`config.mk`:
```
export PLATFORM = sky130hd
export DESIGN_NAME = btn_conditioner
export DESIGN_NICKNAME = d
export VERILOG_FILES = /design/src/rtl/clock_ui_pkg.sv /design/src/rtl/btn_channel.sv /design/src/rtl/btn_conditioner.sv
export SDC_FILE = /design/constraint.sdc
export NUM_CORES = 1
export LEC_CHECK = 0
export ABC_AREA = 0
export BUFFER_PORTS_ARGS = -buffer_cell sky130_fd_sc_hd__buf_4
export CORE_MARGIN = 2
export CORE_UTILIZATION = 45
export DETAILED_ROUTE_END_ITERATION = 7
export PLACE_DENSITY = 0.72
export SYNTH_ARGS = -nofsm -noshare
export SYNTH_HDL_FRONTEND = slang
export SYNTH_SLANG_ARGS = --single-unit
```
`constraint.sdc`:
```
create_clock -name clk -period 4.72 [get_ports clk]
set_input_delay 0.944 -clock clk [delete_from_list [all_inputs] [get_ports clk]]
set_output_delay 0.944 -clock clk [all_outputs]
set_load 0.02 [all_outputs]
```
`src/rtl/clock_ui_pkg.sv`:
```
// Shared definitions for the clock user-interface front end:
// per-channel FSM encoding, default timing constants and a popcount helper.
package clock_ui_pkg;

    typedef enum logic [1:0] {
        IDLE   = 2'd0,
        HOLD   = 2'd1,
        REPEAT = 2'd2
    } btn_state_t;

    localparam int unsigned DEF_N_BTN         = 2;
    localparam int unsigned DEF_DEBOUNCE_CYC  = 1_250_000;
    localparam int unsigned DEF_REPEAT_DELAY  = 62_500_000;
    localparam int unsigned DEF_REPEAT_PERIOD = 25_000_000;
    localparam int unsigned DEF_CNT_W         = 27;

    function automatic int unsigned popcount(input logic [31:0] v);
        int unsigned n;
        n = 0;
        for (int unsigned i = 0; i < 32; i++) begin
            n += {31'b0, v[i]};
        end
        return n;
    endfunction

endpackage

```
`src/rtl/btn_channel.sv`:
```
// One button channel: 2-FF synchroniser, debounce counter and
// press / auto-repeat FSM producing a one-cycle pulse per event.
module btn_channel
    import clock_ui_pkg::*;
#(
    parameter int unsigned DEBOUNCE_CYC  = DEF_DEBOUNCE_CYC,
    parameter int unsigned REPEAT_DELAY  = DEF_REPEAT_DELAY,
    parameter int unsigned REPEAT_PERIOD = DEF_REPEAT_PERIOD,
    parameter int unsigned CNT_W         = DEF_CNT_W
) (
    input  logic i_clk,
    input  logic i_rst,
    input  logic i_raw,
    output logic o_level,
    output logic o_pulse
);

    localparam logic [CNT_W-1:0] ONE     = CNT_W'(1);
    localparam logic [CNT_W-1:0] DB_LAST = CNT_W'(DEBOUNCE_CYC - 1);
    localparam logic [CNT_W-1:0] RD_LAST = CNT_W'(REPEAT_DELAY - 1);
    localparam logic [CNT_W-1:0] RP_LAST = CNT_W'(REPEAT_PERIOD - 1);

    logic [1:0]       r_sync;
    logic [CNT_W-1:0] r_db_cnt;
    logic [CNT_W-1:0] r_rp_cnt;
    logic             r_level;
    logic             r_pulse;
    btn_state_t       r_state;

    logic w_s;
    logic w_accept;
    logic w_rise;
    logic w_fall;

    // Level-change events are decoded combinationally so the FSM reacts on
    // the same edge that updates r_level.
    always_comb begin
        w_s      = r_sync[1];
        w_accept = (w_s != r_level) && (r_db_cnt == DB_LAST);
        w_rise   = w_accept && w_s;
        w_fall   = w_accept && !w_s;
    end

    always_ff @(posedge i_clk or posedge i_rst) begin
        if (i_rst) begin
            r_sync   <= '0;
            r_db_cnt <= '0;
            r_level  <= 1'b0;
        end else begin
            r_sync <= {r_sync[0], i_raw};
            if (w_s == r_level) begin
                r_db_cnt <= '0;
            end else if (w_accept) begin
                r_level  <= w_s;
                r_db_cnt <= '0;
            end else begin
                r_db_cnt <= r_db_cnt + ONE;
            end
        end
    end

    always_ff @(posedge i_clk or posedge i_rst) begin
        if (i_rst) begin
            r_state  <= IDLE;
            r_rp_cnt <= '0;
            r_pulse  <= 1'b0;
        end else begin
            r_pulse <= 1'b0;
            case (r_state)
                IDLE: begin
                    r_rp_cnt <= '0;
                    if (w_rise) begin
                        r_pulse <= 1'b1;
                        r_state <= HOLD;
                    end
                end
                HOLD: begin
                    if (w_fall) begin
                        r_rp_cnt <= '0;
                        r_state  <= IDLE;
                    end else if (r_rp_cnt == RD_LAST) begin
                        r_pulse  <= 1'b1;
                        r_rp_cnt <= '0;
                        r_state  <= REPEAT;
                    end else begin
                        r_rp_cnt <= r_rp_cnt + ONE;
                    end
                end
                REPEAT: begin
                    if (w_fall) begin
                        r_rp_cnt <= '0;
                        r_state  <= IDLE;
                    end else if (r_rp_cnt == RP_LAST) begin
                        r_pulse  <= 1'b1;
                        r_rp_cnt <= '0;
                    end else begin
                        r_rp_cnt <= r_rp_cnt + ONE;
                    end
                end
                default: begin
                    r_rp_cnt <= '0;
                    r_state  <= IDLE;
                end
            endcase
        end
    end

    assign o_level = r_level;
    assign o_pulse = r_pulse;

endmodule

```
`src/rtl/btn_conditioner.sv`:
```
// Button front end for the time-set logic: per-channel conditioning plus
// chord detection that suppresses all pulses while more than one button is held.
module btn_conditioner
    import clock_ui_pkg::*;
#(
    parameter int unsigned N_BTN         = DEF_N_BTN,
    parameter int unsigned DEBOUNCE_CYC  = DEF_DEBOUNCE_CYC,
    parameter int unsigned REPEAT_DELAY  = DEF_REPEAT_DELAY,
    parameter int unsigned REPEAT_PERIOD = DEF_REPEAT_PERIOD,
    parameter int unsigned CNT_W         = DEF_CNT_W
) (
    input  logic             clk,
    input  logic             reset,
    input  logic [N_BTN-1:0] btn_raw,
    output logic [N_BTN-1:0] btn_level,
    output logic [N_BTN-1:0] btn_pulse,
    output logic             chord
);

    logic [N_BTN-1:0] w_ch_pulse;

    for (genvar g = 0; g < N_BTN; g++) begin : g_ch
        btn_channel #(
            .DEBOUNCE_CYC (DEBOUNCE_CYC),
            .REPEAT_DELAY (REPEAT_DELAY),
            .REPEAT_PERIOD(REPEAT_PERIOD),
            .CNT_W        (CNT_W)
        ) u_ch (
            .i_clk  (clk),
            .i_rst  (reset),
            .i_raw  (btn_raw[g]),
            .o_level(btn_level[g]),
            .o_pulse(w_ch_pulse[g])
        );
    end

    // Chord and mask use the same registered levels, so a second button's
    // own press pulse is already masked on the edge it is accepted.
    always_comb begin
        chord     = (popcount(32'(btn_level)) > 1);
        btn_pulse = w_ch_pulse & ~{N_BTN{chord}};
    end

endmodule

```
==> impl_metrics.tcl <==
set metrics [dict create \
    placed_cell_areas_mm2 0.00666 \
    clk-insertion-delay-late_ns 0.43 \
    pin_count_of_the_biggest_net_entering_global_routing 85 \
    synth_top_cell_by_area "sky130_fd_sc_hd__dfrtp_1" \
    firstDrtPassIters 7 \
    detailed_place_hpwl_um 8600 \
    number_of_hold_slack_violations_in_the_final_timing_report 0 \
    synthDistinctLibCells 61 \
    initial_utilization 0.463 \
    setup.worst_path.class "register to register" \
    run_status "complete, no violations" \
    first_pass_grt_wire_length_um 23100 \
    post_cts_setup_bufs 0 \
    final_net_count 688 \
    leakage_nw 2.84 \
    routabilityCongestion 0.862 \
    boundaryPins 9 \
    die_h_um 124 \
    cts.root.buffer_cell "sky130_fd_sc_hd__clkbuf_16" \
    synthDominantCellAreaShare 0.464 \
    timing.final.max_slew_violations 0 \
    drv_cap 0 \
    setup_total_negative_slack_ns 0 \
    hp-class "register to register" \
    critical_path_arrival_ns 2.95 \
    worst_setup_startpoint "g_ch[1].u_ch.r_rp_cnt[0]" \
    final-seq-area_mm2 0.00300 \
    final_cell_area_mm2 0.00735 \
    ratio_of_cells_with_drive_above_1_in_the_final_layout 0.101 \
    ctsResizeCount 0 \
    num_vias 4874 \
    setup.worst_path.end_class "register" \
    place.detailed.instances 833 \
    antenna-diode-count 0 \
    routed_wire_length_um 13200 \
    post_synth_most_frequent_cells "sky130_fd_sc_hd__dfrtp_1, sky130_fd_sc_hd__nor2_1, sky130_fd_sc_hd__xor2_1" \
    io_buffers 8 \
    grtUsageTotal 0.192 \
    synth_seq_area_share 0.464 \
    mappedNetlistArea_mm2 0.00647 \
    final.period_utilization 0.570 \
    dieArea_mm2 0.0154 \
    p_per_area_mw_per_mm2 351 \
    cts.hold.buffers_added 0 \
    antenna_violations_before_repair 0 \
    wire_per_inst_um 15.2 \
    drc 0 \
    first_global_vias 4862 \
    area_growth_syn_to_layout_pct 13.5 \
    skew_ns 0.00842 \
    worst_ir_drop_vdd_v 0.000248 \
    number_of_core_rows 43 \
    critPathRequiredTime_ns 4.98 \
    synthCells 660 \
    post_syn_nets 676 \
    worst_setup_path_start_kind "register" \
    ys_seq_elements 120 \
    numClockSinks 120 \
    chipWidth_um 124 \
    worst_hold_check_slack_ns 0.352 \
    postSynth.topFlopCell "sky130_fd_sc_hd__dfrtp_1" \
    tritoncts.num_buffers 17 \
    fmax_ghz 0.372 \
    globalRouteOverflowTotal 0 \
    final_cells 865 \
    min_period_ns 2.69 \
    avgViaCountPerCell 5.63 \
    cts_max_path_buffers 2 \
    async_set_or_reset_flop_fraction_in_the_synthesized_netlist 1.00 \
    timing.final.setup_violations 0 \
    clkTransAtPathRegs_ns 0.06 \
    multi_input_area_mm2 0.00326 \
    synthesis.area_per_instance_um2 9.81 \
    yosysMostFrequentCell "sky130_fd_sc_hd__dfrtp_1" \
    timing.critical_path.fanout_max 27 \
    regToRegStartpoint "g_ch[1].u_ch.r_rp_cnt[0]" \
    yosysWarningCount 0 \
    worst_pin_slew_ns 1.27 \
    synth.area.top_cells "sky130_fd_sc_hd__dfrtp_1, sky130_fd_sc_hd__xor2_1, sky130_fd_sc_hd__xnor2_1" \
    synth_enable_flop_cells 0 \
    max-slew-margin-rel 0.143 \
    hold_path_startpoint "g_ch[1].u_ch.r_sync[0]" \
    setup_repair_after_global_routing_missed_its_margin "no" \
    route.antenna.remaining_nets 0 \
    drt_first_iter_violations 409 \
    ctsHtreeMaxLevel 4 \
    fill_cells 1218 \
    area_of_the_core_region_mm2 0.0140 \
    cts_tree "yes" \
]
[cells by family (layout without fill, tap and decap cells)]
family                   after synthesis  in the layout  synth area share
AND/OR/NAND/NOR                      359            359             0.305
flip-flops                           120            120             0.464
XOR/XNOR                             100            100             0.135
buffers and inverters                 41             66            0.0321
AO/OA/AOI/OAI                         26             26            0.0375
adder cells (fa/ha/maj)               12             12            0.0232
multiplexers                           2              2           0.00348
[stage by stage]
stage / util / worst slack (ns) / power [mW]
floorplan: - / 0.590 / 1.09
global placement: 0.476 / 2.15 / 1.10
detailed placement: 0.476 / 2.03 / 1.10
CTS: 0.525 / 2.03 / 2.60
global route: 0.525 / 1.76 / 2.66
finish: 0.525 / 2.03 / 2.58
[flip-flops by register name, indices dropped and copies added (netlist names)]
name,count
g_ch.u_ch.o_level,2
g_ch.u_ch.o_pulse,2
g_ch.u_ch.r_db_cnt,54
g_ch.u_ch.r_rp_cnt,54
g_ch.u_ch.r_state,4
g_ch.u_ch.r_sync,4
[cell type report]
class	count	share of cell area
well taps	180	0.0307
inverters	24	0.0126
repair buffers	10	0.0102
clock buffers	20	0.0635
flip-flops and latches	120	0.409
clock inverters	12	0.0300
multi-input cells	499	0.444
[worst paths after layout]
path,endpoint,slack (ns),cells past startpoint
max in group asynchronous,g_ch[0].u_ch.r_db_cnt[23],3.06,3
min reg2reg,g_ch[1].u_ch.r_sync[1],0.35,0
max reg2reg,g_ch[1].u_ch.r_rp_cnt[23],2.03,6
min,g_ch[1].u_ch.r_sync[1],0.35,0
min in group asynchronous,g_ch[1].u_ch.r_sync[0],0.77,2
max,g_ch[1].u_ch.r_rp_cnt[23],2.03,6
[power by group]
group,internal [mW],switching (mW)
Sequential,1.04,0.00623
Clock,1.03,0.465
Combinational,0.00793,0.0319
[placed cells by master, fill, tap and decap left out, types with 4 or more instances in the layout]
master / n
sky130_fd_sc_hd__ha_1: 12
sky130_fd_sc_hd__and4_1: 9
sky130_fd_sc_hd__nor3_2: 11
sky130_fd_sc_hd__nor3b_1: 10
sky130_fd_sc_hd__or4b_1: 4
sky130_fd_sc_hd__buf_4: 10
sky130_fd_sc_hd__nand2_1: 48
sky130_fd_sc_hd__dfrtp_1: 120
sky130_fd_sc_hd__xor2_1: 51
sky130_fd_sc_hd__bufinv_16: 6
sky130_fd_sc_hd__and3_1: 11
sky130_fd_sc_hd__xnor2_1: 49
sky130_fd_sc_hd__inv_1: 21
sky130_fd_sc_hd__nor2_1: 103
sky130_fd_sc_hd__clkbuf_16: 17
sky130_fd_sc_hd__and2_1: 10
sky130_fd_sc_hd__nand3_1: 47
sky130_fd_sc_hd__nor4b_1: 6
sky130_fd_sc_hd__clkinvlp_4: 4
sky130_fd_sc_hd__nand4_1: 29
sky130_fd_sc_hd__nor4_1: 16
sky130_fd_sc_hd__nor3_1: 27
[routing by layer]
| layer | wire (µm) | part of all wire | global-route usage | vias to the layer above |
|---|---|---|---|---|
| met1 | 6200 | 0.47 | 0.246 | 2420 |
| met3 | 443 | 0.034 | 0.0462 | 18 |
| met4 | 189 | 0.014 | 0.0864 | 0 |
| met5 | 0 | 0 | 0 | - |
| met2 | 6340 | 0.48 | 0.309 | 93 |
| li1 | - | - | - | 2343 |
[worst max-delay path, stage by stage (launching register included)]
cell and delay [ns]:
sky130_fd_sc_hd__dfrtp_1 0.39, sky130_fd_sc_hd__ha_1 0.24, sky130_fd_sc_hd__and4_1 0.29, sky130_fd_sc_hd__nand2_1 0.09
sky130_fd_sc_hd__or4_4 0.58, sky130_fd_sc_hd__a32oi_4 0.80, sky130_fd_sc_hd__nor3b_1 0.13
Power figures use the tool's default switching activity.
